## src/rtl/div_if.sv

```systemverilog
// div_if: request/response bundle between the pipeline and the iterative divider.
interface div_if;
   logic        start;
   logic        flush;
   logic [1:0]  divop;
   logic [31:0] operand1;
   logic [31:0] operand2;
   logic        busy;
   logic        done;
   logic [31:0] divout;
   modport master (output start, flush, divop, operand1, operand2, input busy, done, divout);
   modport slave  (input start, flush, divop, operand1, operand2, output busy, done, divout);
endinterface

```

## src/rtl/div_unit.sv

```systemverilog
// div_unit: 32-cycle restoring divider with RISC-V M-extension DIV/DIVU/REM/REMU semantics.
module div_unit (
   input logic clk,
   input logic rst,
   div_if.slave d
);
   typedef enum logic [1:0] {IDLE, CALC, DONE} state_t;
   state_t state, state_n;
   logic [4:0]  cnt;
   logic [32:0] rem, dvs, rem_n;
   logic [31:0] quo, quo_n, mag_a, spec_val, res;
   logic [33:0] shifted;
   logic        rem_op, neg_q, neg_r, sgn, neg_a, neg_b, dz, ovf, special, accept, fits;
   always_comb begin
      sgn      = ~d.divop[0];
      neg_a    = sgn & d.operand1[31];
      neg_b    = sgn & d.operand2[31];
      mag_a    = neg_a ? 32'd0 - d.operand1 : d.operand1;
      dz       = d.operand2 == 32'd0;
      ovf      = sgn && d.operand1 == 32'h8000_0000 && d.operand2 == 32'hffff_ffff;
      special  = dz | ovf;
      spec_val = dz ? (d.divop[1] ? d.operand1 : 32'hffff_ffff) : (d.divop[1] ? 32'd0 : 32'h8000_0000);
      accept   = state == IDLE && d.start && !d.flush;
      // One restoring step: shift the next dividend bit in, keep the difference if it fits.
      shifted  = {rem, quo[31]};
      fits     = shifted >= {1'b0, dvs};
      rem_n    = 33'(fits ? shifted - {1'b0, dvs} : shifted);
      quo_n    = {quo[30:0], fits};
      res      = rem_op ? 32'(neg_r ? 33'd0 - rem_n : rem_n) : (neg_q ? 32'd0 - quo_n : quo_n);
   end
   always_ff @(posedge clk)
      if (rst) state <= IDLE;
      else     state <= state_n;
   always_comb begin
      state_n = d.flush ? IDLE :
                state == IDLE ? (d.start ? (special ? DONE : CALC) : IDLE) :
                state == CALC ? (cnt == 5'd31 ? DONE : CALC) : IDLE;
   end
   always_comb begin
      d.busy = state == CALC;
      d.done = state == DONE;
   end
   always_ff @(posedge clk) begin
      if (rst) begin
         cnt      <= '0;
         rem      <= '0;
         quo      <= '0;
         dvs      <= '0;
         rem_op   <= 1'b0;
         neg_q    <= 1'b0;
         neg_r    <= 1'b0;
         d.divout <= '0;
      end else if (accept) begin
         cnt    <= '0;
         rem    <= '0;
         quo    <= mag_a;
         dvs    <= {1'b0, neg_b ? 32'd0 - d.operand2 : d.operand2};
         rem_op <= d.divop[1];
         neg_q  <= neg_a ^ neg_b;
         neg_r  <= neg_a;
         if (special) d.divout <= spec_val;
      end else if (state == CALC && !d.flush) begin
         cnt <= cnt + 5'd1;
         rem <= rem_n;
         quo <= quo_n;
         if (cnt == 5'd31) d.divout <= res;
      end
   end
endmodule

```

## src/flat_wrapper.sv

```systemverilog
// flat-port wrapper written by rule: the top's interface ports become plain ports
module div_unit_flat 
  (clk, rst, d_start, d_flush, d_divop, d_operand1, d_operand2, d_busy, d_done, d_divout);
  div_if d_i ();
  input logic clk;
  input logic rst;
  input wire logic [$bits(d_i.start)-1:0] d_start;
  input wire logic [$bits(d_i.flush)-1:0] d_flush;
  input wire logic [$bits(d_i.divop)-1:0] d_divop;
  input wire logic [$bits(d_i.operand1)-1:0] d_operand1;
  input wire logic [$bits(d_i.operand2)-1:0] d_operand2;
  output wire logic [$bits(d_i.busy)-1:0] d_busy;
  output wire logic [$bits(d_i.done)-1:0] d_done;
  output wire logic [$bits(d_i.divout)-1:0] d_divout;
  assign d_i.start = d_start;
  assign d_i.flush = d_flush;
  assign d_i.divop = d_divop;
  assign d_i.operand1 = d_operand1;
  assign d_i.operand2 = d_operand2;
  assign d_busy = d_i.busy;
  assign d_done = d_i.done;
  assign d_divout = d_i.divout;
  div_unit u_core (.clk(clk), .rst(rst), .d(d_i));
endmodule
```

## config.mk

```make
export PLATFORM = sky130hd
export DESIGN_NAME = div_unit_flat
export DESIGN_NICKNAME = d
export VERILOG_FILES = /design/src/rtl/div_if.sv /design/src/rtl/div_unit.sv /design/src/flat_wrapper.sv
export SDC_FILE = /design/constraint.sdc
export NUM_CORES = 1
export LEC_CHECK = 0
export CAP_MARGIN = 20
export CORE_AREA = 2 2 179 137
export DETAILED_ROUTE_END_ITERATION = 16
export DIE_AREA = 0 0 181 139
export PLACE_DENSITY = 0.7
export SYNTH_ARGS = -nofsm -noshare
export SYNTH_HDL_FRONTEND = slang
export SYNTH_SLANG_ARGS = --single-unit
```

## constraint.sdc

```tcl
create_clock -name clk -period 6.06 [get_ports clk]
set_input_delay 0.909 -clock clk [delete_from_list [all_inputs] [get_ports clk]]
set_output_delay 0.909 -clock clk [all_outputs]
set_load 0.01 [all_outputs]
```

### Yosys cells after proc, flatten, opt, wreduce, memory -nomap -nowiden

Cells that the tools add are included.

| operators by class | value |
|---|---|
| shift-type cells | 0 |
| muxes and demuxes | 20 |
| equal/unequal tests | 6 |
| reduce and logical (&&, ||, !) cells | 13 |
| $lt $le $gt $ge | 1 |
| div/mod/pow operators | 0 |
| $mul | 0 |
| $add $sub $neg | 6 |
| bitwise gates (word level) | 5 |

Operators by type and width:

| cell | count |
|---|---|
| 2-to-1 mux 32 bit | 14 |
| subtractor 1 x 32 -> 32 bit, first input constant | 4 |
| == test 32 bit, second input constant | 2 |
| >= comparator 34 x 32 -> 1 bit | 1 |
| 2-to-1 mux 33 bit | 1 |
| subtractor 33 x 32 -> 33 bit | 1 |
| zero test 32 bit | 1 |
| 2-to-1 mux 2 bit | 5 |
| adder 5 x 1 -> 5 bit, second input constant | 1 |
| == test 5 bit, second input constant | 1 |
| logical AND 1 bit | 5 |
| nonzero test 2 bit | 2 |
| OR reduction 2 bit | 2 |
| AND reduction 3 bit | 1 |
| bitwise AND 1 bit | 2 |
| == test 2 x 1 -> 1 bit, second input constant | 1 |
| == test 2 bit, second input constant | 1 |
| zero test 2 bit | 1 |
| inequality test 2 x 1 -> 1 bit, second input constant | 1 |
| zero test 1 bit | 1 |
| NOT 1 bit | 1 |
| OR 1 bit | 1 |
| bitwise XOR 1 bit | 1 |

| word-level totals | value |
|---|---|
| memory bits (writable) | 0 |
| input bits | 70 |
| flip-flop bits (word level) | 139 |
| bits in read-only memories | 0 |
| bits in latches | 0 |
| word-level logic and storage cells | 60 |
| memories kept | 0 |
| output and inout port bits | 34 |

### Logic depth before layout (Yosys ltp)

| logic depth | value |
|---|---|
| word-level depth | 8 |
| mapped depth | 25 |
| mapped depth without buffers | 22 |

### Worst setup path after synthesis

Ideal clock, no wire load.

| timing | value |
|---|---|
| path kind | register to register |
| start | reg u_core.quo[31] |
| end | reg u_core.d.divout[24] |
| setup slack | 1.398 ns |
| stages on the path, launching flop included | 22 |
| data required time | 5.941 ns |
| period minus slack after synthesis | 4.662 ns |
| setup time | 0.119 ns |
| data arrival time | 4.542 ns |
| cell sequence | dfxtp_1 > inv_1 > ha_1 > inv_1 > fa_1 > a211oi_1 > o21ai_1 > a41oi_1 > o21a_1 > o21ai_4 > inv_4 > buf_2 > buf_1 > ha_1 > nand4b_1 > or2_2 > or4_1 > o31ai_1 > xor2_1 > o21ai_0 > a31oi_1 > o21ai_1 |

| on the way | value |
|---|---|
| longest elaborated chain between the ends | 8 |
| elaborated cells between the ends (all ways) | 11 |
| classes of those cells | add/sub (3); order compare (1); mux (7) |

Ends and longest elaborated chain:

| what | RTL line | text |
|---|---|---|
| start, declared | div_unit.sv:11 | `logic [31:0] quo, quo_n, mag_a, spec_val, res;` |
| start signal, assigned | div_unit.sv:56 | `quo <= mag_a;` |
| start signal, assigned | div_unit.sv:65 | `quo <= quo_n;` |
| subtractor 33 x 32 -> 33 bit / >= comparator 34 x 32 -> 1 bit (equally long branches) | div_unit.sv:27, div_unit.sv:26 |  |
| 2-to-1 mux 33 bit | div_unit.sv:27 | `rem_n = 33'(fits ? shifted - {1'b0, dvs} : shifted);` |
| subtractor 1 x 32 -> 32 bit | div_unit.sv:29 | `res = rem_op ? 32'(neg_r ? 33'd0 - rem_n : rem_n) : (neg_q ? 32'd0 - quo_n : quo_n);` |
| 2-to-1 mux 32 bit | div_unit.sv:29 |  |
| 2-to-1 mux 32 bit * | div_unit.sv:29 |  |
| 2-to-1 mux 32 bit * | div_unit.sv:66 | `if (cnt == 5'd31) d.divout <= res;` |
| 2-to-1 mux 32 bit * | div_unit.sv:62 | `end else if (state == CALC && !d.flush) begin` |
| 2-to-1 mux 32 bit * | div_unit.sv:53 | `end else if (accept) begin` |
| end signal, assigned | div_unit.sv:61 | `if (special) d.divout <= spec_val;` |
| end signal, assigned | div_unit.sv:66 |  |
| end, declared | div_if.sv:12 | `modport slave (input start, flush, divop, operand1, operand2, output busy, done, divout);` |

Mark *: on every way between the ends. The rest lies on a longest branch, timed or not. The select of a mux whose other input is x is not followed.
A chain may end at the register's enable or synchronous reset.

### Worst setup path after layout

| timing | value |
|---|---|
| start | reg u_core.rem[9] |
| end | reg u_core.d.divout[28] |

| on the way | value |
|---|---|
| longest elaborated chain between the ends | 8 |
| elaborated cells between the ends (all ways) | 11 |
| classes of those cells | add/sub (3); order compare (1); mux (7) |

Ends and longest elaborated chain:

| what | RTL line | text |
|---|---|---|
| start, declared | div_unit.sv:10 | `logic [32:0] rem, dvs, rem_n;` |
| start signal, assigned | div_unit.sv:64 | `rem <= rem_n;` |
| subtractor 33 x 32 -> 33 bit / >= comparator 34 x 32 -> 1 bit (equally long branches) | div_unit.sv:27, div_unit.sv:26 |  |
| 2-to-1 mux 33 bit | div_unit.sv:27 |  |
| subtractor 1 x 32 -> 32 bit | div_unit.sv:29 |  |
| 2-to-1 mux 32 bit | div_unit.sv:29 |  |
| 2-to-1 mux 32 bit * | div_unit.sv:29 |  |
| 2-to-1 mux 32 bit * | div_unit.sv:66 |  |
| 2-to-1 mux 32 bit * | div_unit.sv:62 |  |
| 2-to-1 mux 32 bit * | div_unit.sv:53 |  |

Marks and branches as above.

==> summary.md <==
| Metric | Value |
|---|---|
| Fin. max-slew vios | `0` |
| Data required, critical path | `6.41 ns` |
| Psw | `1.335 mW` |
| Largest net degree at the start of global routing | `97` |
| Initial antenna violation count | `0` |
| Total congestion overflow | `0` |
| Reg-to-reg endpoint | `u_core.d.divout[28]$_SDFFE_PP0P_` |
| DR WL/cell | `20.56 um` |
| Cell count after synthesis | `1605` |
| Reg2reg setup slack | `0.55 ns` |
| Die height | `139 um` |
| Core area | `0.02354 mm^2` |
| Nets | `1753` |
| Maximum clock path buffer count | `2` |
| Vias in the first global route | `11250` |
| Routability Congestion | `0.9345` |
| Leak Pwr | `4.807 nW` |
| RSZ-0062 raised after global routing | `no` |
| Total power | `3.435 mW` |
| Final worst setup slack | `0.5504 ns` |
| Synth unique cells | `85` |
| Total Routed Length | `40320 um` |
| DP HPWL | `29830 um` |
| Drc violations | `0` |
| Min-delay worst type | `flip-flop to flip-flop` |
| Syn nets | `1715` |
| # diodes | `0` |
| Postcts setup bufs | `0` |
| Hold_buf cts | `0` |
| Vias/cell | `6.390` |
| WHS Endpoint | `u_core.d.divout[11]$_SDFFE_PP0P_` |
| Int Pwr | `2.100 mW` |
| Max-Cap Viols | `0` |
| VDD IR max | `0.0002190 V` |
| # clock sinks | `139` |
| Final Hold Fails | `0` |
| FP Rows | `49` |
| Headroom to the max-slew limit | `28.34%` |
| Crit path max fanout | `12` |
| Most common cell after layout, fill and taps aside | `nor2_1` |
| Sequential fraction of the synthesis area | `24.21%` |
| Setup crit end kind | `flip-flop` |
| Yosys warns | `0` |
| Reg area | `0.002783 mm^2` |
| Fin Setup TNS | `0 ns` |
| Number of port buffers | `103` |
| Logic pwr share | `36.8%` |
| Status | `complete, no violations` |
| Top_reg_cell synth | `dfxtp_1` |
| Number of CTS-inserted buffers | `17` |
| Global-route wire length before repair | `63740 um` |
| Most frequent cells in the layout | `nor2_1, nand2_1, dfxtp_1` |
| Multi-input gate area | `0.008077 mm^2` |
| Clock root buffer | `clkbuf_16` |
| Dpl ws | `0.4564 ns` |
| Worst Path Arrival | `5.86 ns` |
| Initial cell density of the core | `48.83%` |
| Skew final | `0.01039 ns` |
| Die ar. | `0.02516 mm^2` |
| Asr flop ratio synth | `0%` |
| Hold WS | `0.4575 ns` |
| Antenna Violating Nets Remaining | `0` |
| Gr usage total | `31.74%` |
| Worst hold stages | `2` |
| Filler cell count | `2279` |
| Final period util | `90.92%` |
| Avg Cell Area, Syn | `7.162 um^2` |
| Setup CP Type | `flip-flop to flip-flop` |
| Post-synth EDFFs | `0` |
| Min-Delay Startpoint | `u_core.d.divout[11]$_SDFFE_PP0P_` |
| Final setup viols | `0` |
| IO Count | `104` |
| Worst flop-to-flop path startpoint | `u_core.rem[9]$_SDFFE_PP0P_` |
| FMAX | `181.5 MHz` |
| Post-Route Utilization | `56.56%` |
| Synthesis-to-finish area growth | `15.85%` |
| Fin crit period | `5.510 ns` |
| Pre-antenna DRT Iters | `5` |
| Reg power frac | `29.2%` |
| Switching Fraction | `38.86%` |
| Crit start category | `flip-flop` |
| Worst slew pin tran | `1.075 ns` |
| Layout cell share with drive strength beyond 1 | `4.653%` |
| Clk network pwr share | `33.9%` |
| Clock-pin slew on the worst setup and hold paths | `0.06 ns` |
| H-tree depth | `4` |
| Clk Latency, worst-skew pair | `0.44 ns` |
| CTS tree | `yes` |
| Worst-case reg-to-reg path depth | `17` |
| Yosys reg bits | `139` |
| Post-cts resize count | `0` |
| P per Cell Area | `257.9 mW/mm^2` |
| DR vias | `12531` |
| Die W | `181 um` |
| 1st-iter DRT viols | `1396` |
| Cell area after synthesis | `0.01149 mm^2` |
-- power groups by stage --
stage	clock [mW]	combinational [mW]	sequential (mW)
after floorplan	0	0.880	1.01
after global placement	0	1.21	1.02
after detailed placement	0	1.22	1.02
after CTS	1.17	1.22	1.00
after global routing	1.20	1.38	1.01
final	1.17	1.27	1.00
-- Yosys cell counts (8+ instances only) --
library cell,number,share of area (%)
o31ai_1,21,1.4
nand2_1,187,6.1
inv_1,63,2.1
buf_2,15,0.65
xor2_1,54,4.1
a211oi_1,64,4.2
a41oi_1,8,0.61
nand4_1,23,1.3
or4_1,11,0.72
nand2b_1,11,0.60
and2_1,11,0.60
and3_1,10,0.54
xnor2_1,69,5.3
nor2_1,214,7.0
a31oi_1,19,1.0
ha_1,39,4.2
nand3_1,25,1.1
a21oi_1,122,5.3
dfxtp_1,139,24
nor4_1,13,0.71
a21o_1,13,0.85
nor2b_1,14,0.76
o211ai_1,20,1.3
clkbuf_1,80,2.6
buf_1,8,0.26
or3_1,27,1.5
o221ai_1,14,1.1
nor3_1,40,1.7
a311oi_1,37,2.8
o41ai_1,9,0.69
o21ai_0,86,3.7
mux2i_1,23,2.0
-- worst max path at each step --
stage,start,to,slack [ns],cells after the start
6_report,u_core.rem[9]$_SDFFE_PP0P_,u_core.d.divout[28]$_SDFFE_PP0P_,0.55,17
3_5_place_dp,u_core.rem[6]$_SDFFE_PP0P_,u_core.d.divout[28]$_SDFFE_PP0P_,0.46,17
3_3_place_gp,u_core.rem[9]$_SDFFE_PP0P_,u_core.d.divout[28]$_SDFFE_PP0P_,0.65,17
5_1_grt,u_core.rem[6]$_SDFFE_PP0P_,u_core.d.divout[28]$_SDFFE_PP0P_,0.03,17
2_1_floorplan,u_core.quo[31]$_SDFFE_PP0P_,u_core.d.divout[24]$_SDFFE_PP0P_,1.40,21
4_1_cts,u_core.rem[6]$_SDFFE_PP0P_,u_core.d.divout[28]$_SDFFE_PP0P_,0.44,17
-- state kept, by name, indices dropped and copies added (netlist names) --
| name | count |
|---|---|
| u_core.d.divout | 32 |
| u_core.neg_r | 1 |
| u_core.cnt | 5 |
| u_core.neg_q | 1 |
| u_core.state | 2 |
| u_core.quo | 32 |
| u_core.rem_op | 1 |
| u_core.dvs | 32 |
| u_core.rem | 33 |
-- final cells by class --
cell class | count | area share, %
Sequential cell | 139 | 20.90
Clock buffer | 18 | 3.298
Multi-Input combinational cell | 1297 | 60.65
Timing Repair Buffer | 123 | 8.982
Tap cell | 306 | 2.875
Inverter | 65 | 1.851
Clock inverter | 13 | 1.447
-- critical path, stage by stage, from the launching register on --
cell      delay [ns]
dfxtp_1         0.39
ha_1            0.50
nand3_1         0.16
nor4_2          0.60
a41oi_1         0.30
o21a_1          0.28
o21ai_4         0.47
mux2i_1         0.35
ha_1            0.26
nand3_1         0.15
nor2_1          0.32
nand3_1         0.18
nor4_1          0.28
a41oi_1         0.09
nor4_2          0.46
a31oi_1         0.18
xor2_1          0.19
a221oi_2        0.24
-- stage by stage --
| stage | cells | cell area [um^2] |
|---|---|---|
| 2_1_floorplan | 1605 | 11490 |
| 3_3_place_gp | 1928 | 12640 |
| 3_5_place_dp | 1928 | 12640 |
| 4_1_cts | 1959 | 13270 |
| 5_1_grt | 1961 | 13320 |
| 6_report | 1961 | 13320 |
-- layer usage --
layer / up-vias / GRT usage (%) / part of all wire [%]
li1: 5939 / - / -
met1: 5922 / 47.14 / 47
met2: 627 / 47.04 / 42
met3: 43 / 6.539 / 10
met4: 0 / 6.804 / 1.3
met5: - / 0 / 0
-- cells by family (layout without fill, tap and decap cells) --
family / count (synthesis) / count (layout) / share of synthesized area, %
AO/OA/AOI/OAI: 492 / 493 / 29.07
XOR/XNOR: 123 / 123 / 9.372
adder cells (fa/ha/maj): 40 / 40 / 4.419
buffers and inverters: 170 / 219 / 5.802
flip-flops: 139 / 139 / 24.21
multiplexers: 25 / 25 / 2.199
AND/OR/NAND/NOR: 616 / 616 / 24.93
(Power assumes the default switching activity.)
